File: config.mk
export PLATFORM = sky130hd
export DESIGN_NAME = pci_arbiter
export DESIGN_NICKNAME = d
export VERILOG_FILES = /design/src/rtl/pci_arbiter.sv
export SDC_FILE = /design/constraint.sdc
export NUM_CORES = 1
export LEC_CHECK = 0
export BUFFER_PORTS_ARGS = -buffer_cell sky130_fd_sc_hd__buf_2
export CORE_UTILIZATION = 49
export DETAILED_ROUTE_END_ITERATION = 7
export PLACE_DENSITY = 0.69
export SYNTH_ARGS = -nofsm -noshare
export SYNTH_HDL_FRONTEND = slang
export SYNTH_SLANG_ARGS = --single-unit
export TNS_END_PERCENT = 5
File: constraint.sdc
create_clock -name PCI_CLK -period 8.3 [get_ports PCI_CLK]
set_input_delay 0.83 -clock PCI_CLK [delete_from_list [all_inputs] [get_ports PCI_CLK]]
set_output_delay 0.83 -clock PCI_CLK [all_outputs]
set_load 0.05 [all_outputs]
File: src/rtl/pci_arbiter.sv
// Central PCI bus arbiter: round-robin grant, bus parking, turnaround insertion,
// hidden arbitration during busy bus and revocation of unused grants.
module pci_arbiter #(
    parameter int N       = 4,
    parameter int PARK    = 0,
    parameter int TIMEOUT = 16
) (
    input  logic         PCI_CLK,
    input  logic         RESET_n,
    input  logic [N-1:0] REQ_n,
    input  logic         FRAME_n,
    input  logic         IRDY_n,
    output logic [N-1:0] GNT_n,
    output logic [2:0]   GNT_IDX,
    output logic         GNT_VLD,
    output logic         TMO
);

    typedef enum logic [2:0] {
        ST_RST   = 3'd0,
        ST_PARK  = 3'd1,
        ST_TURN  = 3'd2,
        ST_GRANT = 3'd3,
        ST_BUSY  = 3'd4
    } state_t;

    localparam logic [2:0] PARK_IDX = 3'(PARK);
    localparam logic [4:0] TMO_LAST = 5'(TIMEOUT - 1);

    state_t       state_r;
    state_t       nxt_state_s;
    logic [2:0]   owner_r;
    logic [2:0]   last_r;
    logic [2:0]   nxt_owner_s;
    logic [2:0]   win_idx_s;
    logic         win_vld_s;
    logic         nxt_tmo_s;
    logic         cnt_inc_s;
    logic [4:0]   cnt_r;
    logic         prev_idle_r;
    logic         idle_s;
    logic         start_s;
    logic [7:0]   req_s;
    logic [N-1:0] gnt_n_r;
    logic [2:0]   gnt_idx_r;
    logic         gnt_vld_r;
    logic         tmo_r;

    function automatic logic [N-1:0] gnt_vec(input logic [2:0] idx);
        logic [7:0] v;
        v      = 8'hFF;
        v[idx] = 1'b0;
        return v[N-1:0];
    endfunction

    assign idle_s  = FRAME_n & IRDY_n;
    assign start_s = ~FRAME_n & prev_idle_r;

    // Active-high request vector, padded so any 3-bit index is legal
    always_comb begin
        req_s        = 8'h00;
        req_s[N-1:0] = ~REQ_n;
    end

    // Round-robin winner: scan from last+1, last itself comes at the end of the sweep
    always_comb begin
        logic [3:0] cand;
        logic       hit;
        win_vld_s = 1'b0;
        win_idx_s = 3'd0;
        cand      = 4'd0;
        hit       = 1'b0;
        for (int k = 1; k <= N; k++) begin
            cand      = {1'b0, last_r} + 4'(k);
            cand      = (cand >= 4'(N)) ? cand - 4'(N) : cand;
            hit       = !win_vld_s && req_s[cand[2:0]];
            win_idx_s = hit ? cand[2:0] : win_idx_s;
            win_vld_s = win_vld_s | hit;
        end
    end

    // Next-state decision; start outranks timeout and request release
    always_comb begin
        nxt_state_s = state_r;
        nxt_owner_s = owner_r;
        nxt_tmo_s   = 1'b0;
        cnt_inc_s   = 1'b0;
        case (state_r)
            ST_RST: begin
                nxt_state_s = ST_PARK;
            end
            ST_PARK: begin
                if (win_vld_s && (win_idx_s == PARK_IDX)) begin
                    nxt_state_s = ST_GRANT;
                    nxt_owner_s = PARK_IDX;
                end else if (win_vld_s) begin
                    nxt_state_s = ST_TURN;
                end else begin
                    nxt_state_s = ST_PARK;
                end
            end
            ST_TURN: begin
                if (win_vld_s) begin
                    nxt_state_s = ST_GRANT;
                    nxt_owner_s = win_idx_s;
                end else begin
                    nxt_state_s = ST_PARK;
                end
            end
            ST_GRANT: begin
                if (start_s) begin
                    nxt_state_s = ST_BUSY;
                end else if (idle_s && (cnt_r == TMO_LAST)) begin
                    nxt_state_s = ST_TURN;
                    nxt_tmo_s   = 1'b1;
                end else if (idle_s && !req_s[owner_r]) begin
                    nxt_state_s = ST_TURN;
                end else if (idle_s) begin
                    cnt_inc_s   = 1'b1;
                end else begin
                    nxt_state_s = ST_GRANT;
                end
            end
            ST_BUSY: begin
                // Bus busy: a competing request takes GNT over with no turnaround
                if (!idle_s && win_vld_s && (win_idx_s != owner_r)) begin
                    nxt_state_s = ST_GRANT;
                    nxt_owner_s = win_idx_s;
                end else if (!idle_s) begin
                    nxt_state_s = ST_BUSY;
                end else if (win_vld_s && (win_idx_s != owner_r)) begin
                    nxt_state_s = ST_TURN;
                end else if (win_vld_s) begin
                    nxt_state_s = ST_GRANT;
                end else if (owner_r == PARK_IDX) begin
                    nxt_state_s = ST_PARK;
                end else begin
                    nxt_state_s = ST_TURN;
                end
            end
            default: begin
                nxt_state_s = ST_RST;
            end
        endcase
    end

    // State, arbitration history and registered bus outputs
    always_ff @(posedge PCI_CLK or negedge RESET_n) begin
        if (!RESET_n) begin
            state_r     <= ST_RST;
            owner_r     <= 3'd0;
            last_r      <= 3'(N - 1);
            cnt_r       <= 5'd0;
            prev_idle_r <= 1'b1;
            gnt_n_r     <= {N{1'b1}};
            gnt_idx_r   <= 3'd0;
            gnt_vld_r   <= 1'b0;
            tmo_r       <= 1'b0;
        end else begin
            state_r     <= nxt_state_s;
            owner_r     <= nxt_owner_s;
            prev_idle_r <= idle_s;
            tmo_r       <= nxt_tmo_s;
            if ((nxt_state_s == ST_GRANT) && (state_r == ST_GRANT)) begin
                cnt_r <= cnt_r + {4'd0, cnt_inc_s};
            end else begin
                cnt_r <= 5'd0;
            end
            if ((nxt_state_s == ST_GRANT) && (state_r != ST_GRANT)) begin
                last_r <= nxt_owner_s;
            end else begin
                last_r <= last_r;
            end
            case (nxt_state_s)
                ST_PARK: begin
                    gnt_n_r   <= gnt_vec(PARK_IDX);
                    gnt_idx_r <= PARK_IDX;
                    gnt_vld_r <= 1'b1;
                end
                ST_GRANT, ST_BUSY: begin
                    gnt_n_r   <= gnt_vec(nxt_owner_s);
                    gnt_idx_r <= nxt_owner_s;
                    gnt_vld_r <= 1'b1;
                end
                default: begin
                    gnt_n_r   <= {N{1'b1}};
                    gnt_idx_r <= 3'd0;
                    gnt_vld_r <= 1'b0;
                end
            endcase
        end
    end

    assign GNT_n   = gnt_n_r;
    assign GNT_IDX = gnt_idx_r;
    assign GNT_VLD = gnt_vld_r;
    assign TMO     = tmo_r;

endmodule

==> results.md <==
* Result of the run: finished clean
* Final hold violation count at 0
* Cell variety after synth at 61
* Count of flip-flops with a built-in enable after synthesis at 0
* Count of port buffers added during placement at 16
* Hold Buf Count CTS at 0
* CTS tree: done
* Path category of the worst min-delay check: primary input to asynchronous set/reset pin
* Headroom to the max-slew limit at 0.591
* Maximum number of pins on one net before global-route repair at 25
* Number of warning messages in the yosys log at 0
* Number of H-tree levels at 1
* Final routed wire length divided by cell count at 16.8 um
* Sequence of cells on the critical path: inv_1, ha_1, mux4_2, a21oi_2, nor4_1, a221o_1, o21ai_1, o21ai_2, o22a_1, inv_1, a2111oi_2, nand2b_1
* Number of placed instances, taps included at 242
* DRC violation total after the first TritonRoute iteration at 76
* Total DRC errors in the routed layout at 0
* Finished Layout Cells at 246
* Most used DFF post-synth: dfrtp_1
* Delay of the slowest cell on the worst path at 0.71 ns
* Kind of critical path: flop to flop
* Layout net count at 213
* CTS sink count at 24
* Highest clock rate at 0.256 GHz
* Synth-to-Final Area Change at 8.27%
* Post-synthesis net count at 198
* Maximum number of buffers from clock root to sink at 2
* Combined buffer and inverter count along the critical path at 2
* Endpoint type of the worst setup path: flop
* Setup repair after global routing missed its margin: false
* GP Congestion at 0.904
* Max Slew Vio Count at 0
* Power per unit of standard cell area at 430 mW/mm^2
* Number of antenna violations at the first check in global routing at 0
* Total Negative Setup Slacks at 0 ns
* Share of synthesized registers carrying an async set or reset at 1.00
* Seq/Total Area, Yosys at 0.341
* Setup Fix Bufs, Post-CTS at 0
* Number of iterations in the first detailed-routing pass at 4
* Slew at the pin with the worst max-slew slack at 0.608 ns
* Clock root buffer: clkbuf_4
* Number of gates given a new drive strength after cts at 0
* Proportion of layout cells with a drive suffix above 1 at 0.245
* Final Total Pwr at 832 uW
* Total leakage power at 0.808 nW
* Die area at 0.00389 sq mm
* Critical-path top delay cell: dfstp_2
* Clock transition time at the flip-flop clock pins of the worst setup and hold paths at 0.13 ns
* Synth area leaders: dfrtp_1 24%, dfstp_2 10%, mux2i_1 4.5%, nor2_1 3.8%, mux4_2 3.8%
* Area fraction of the dominant cell type after synthesis at 0.238
* Number of cells produced by synthesis at 186
* Die width at 62.4 um
* CTS buffer count at 3
* Cell depth of the worst setup path at 12
* Core region area at 0.00342 sq mm
* Final worst hold slack at 0.450 ns
* Synth top cells by count: 18 x nor2_1, 17 x dfrtp_1, 13 x inv_1
* Count leader, synth: nor2_1
* Starting utilization of the core area at 0.523
* Max Cap Viol at 0
* Period utilisation layout at 0.470
* Skew final at 0.0104 ns
* Latest clock arrival within the worst-skew pair at 0.32 ns
* Number of antenna cells inserted at 0
* Fin crit period at 3.90 ns
* Critical Path Start Type: flop
* Arr. time, crit path at 4.18 ns
* Number of setup violations in the final report at 0
* Logic depth of the worst register-to-register path at 12
* Io pins at 17
* Antenna-violating nets left at 0
* Required time of the critical path at 8.57 ns
* Max rail drop VDD at 0.000158 V
* First-pass GRT wire length at 6910 um
* Total of flip-flops plus latches after synthesis at 24
* Row Count at 21
* Vias per inst at 6.22
* Final routed wirelength across all metal layers at 4140 um
* Area of the mapped netlist at 0.00179 sq mm
* Total number of vias at 1530
* GRT Overall Usage at 0.227
* Synth area leader: dfrtp_1
* Share of the core filled with cells at 0.566
* Max Fanout on Critical Path at 12
* Mean post-synth cell area at 9.60 sq um
* Overflow left after global routing at 0
* Post-DP HPWL at 3220 um
* Via count of the first global-routing pass at 1430
* Family of cells with the greatest summed delay on the critical path: compound AO/OA/AOI/OAI gates
* Height of the die at 62.4 um
* Most numerous cell on the critical path: inv_1
## metal layers
metal  vias up  global-route usage  part of all wire
met3         6              0.0515             0.059
li1        731                   -                 -
met5         -                   0                 0
met2        59               0.385              0.49
met4         0              0.0640             0.013
met1       734               0.290              0.44
## final cells by class
class / instances / area, sq um
well taps: 46 / 57.6
fillers: 311 / 1480
multi-input cells: 142 / 1080
clock buffers: 3 / 22.5
repair buffers: 16 / 80.1
flip-flops and latches: 24 / 609
inverters: 14 / 52.6
clock inverters: 1 / 30.0
## flip-flops by register name (all words and copies together), names as in the netlist
| name | flops |
|---|---|
| prev_idle_r | 1 |
| GNT_n | 4 |
| owner_r | 3 |
| GNT_VLD | 1 |
| last_r | 3 |
| cnt_r | 5 |
| GNT_IDX | 3 |
| TMO | 1 |
| state_r | 3 |
## worst reg2reg max path, cell delays in order, from the launching register on
cell       delay [ns]
dfstp_2          0.71
inv_1            0.17
ha_1             0.55
mux4_2           0.31
a21oi_2          0.06
nor4_1           0.57
a221o_1          0.27
o21ai_1          0.13
o21ai_2          0.15
o22a_1           0.27
inv_1            0.09
a2111oi_2        0.41
nand2b_1         0.16
## stage by stage
step	setup slack (ns)	instance area [sq um]
6_report	4.40	1930
5_1_grt	4.08	1930
4_1_cts	4.45	1930
3_5_place_dp	4.50	1880
3_3_place_gp	4.58	1880
2_1_floorplan	4.98	1790
## path summary, 6_finish.rpt
path / startpoint / endpoint / slack (ns)
min reg2reg: cnt_r[4]$_DFF_PN0_ / cnt_r[4]$_DFF_PN0_ / 0.56
max in group asynchronous: RESET_n / prev_idle_r$_DFF_PN1_ / 7.48
max: last_r[1]$_DFFE_PN1P_ / GNT_VLD$_DFF_PN0_ / 4.40
max reg2reg: last_r[1]$_DFFE_PN1P_ / GNT_VLD$_DFF_PN0_ / 4.40
min in group PCI_CLK: cnt_r[4]$_DFF_PN0_ / cnt_r[4]$_DFF_PN0_ / 0.56
min: RESET_n / last_r[2]$_DFFE_PN0P_ / 0.45
## report_power, final
group / switching [mW] / total (mW) / leakage [nW] / internal [mW]
sequential: 0.0437 / 0.200 / 0.298 / 0.157
combinational: 0.346 / 0.548 / 0.482 / 0.202
clock: 0.0345 / 0.0834 / 0.0279 / 0.0489
total: 0.424 / 0.832 / 0.808 / 0.407
## cell families after synthesis
family / after synthesis / synth area share
fa+ha+maj: 4 / 0.0280
compound gates: 49 / 0.252
xor+xnor: 4 / 0.0196
simple gates: 71 / 0.204
buf+inv: 20 / 0.0533
mux: 14 / 0.102
flops: 24 / 0.341
## placed cells by master (no fill, tap or decap), types with 3 or more instances in the layout
cell,instances
a21o_1,3
a21oi_1,5
a21oi_2,3
a31oi_1,3
a32oi_1,3
and2_1,3
buf_2,16
clkbuf_4,3
dfrtp_1,17
dfstp_2,7
ha_1,4
inv_1,13
mux2_2,3
mux2i_1,8
mux4_2,3
nand2_1,9
nand2b_1,7
nand3_1,9
nand4_1,3
nor2_1,18
nor2b_1,5
nor3_1,6
o211ai_1,4
(Power assumes the default switching activity.)
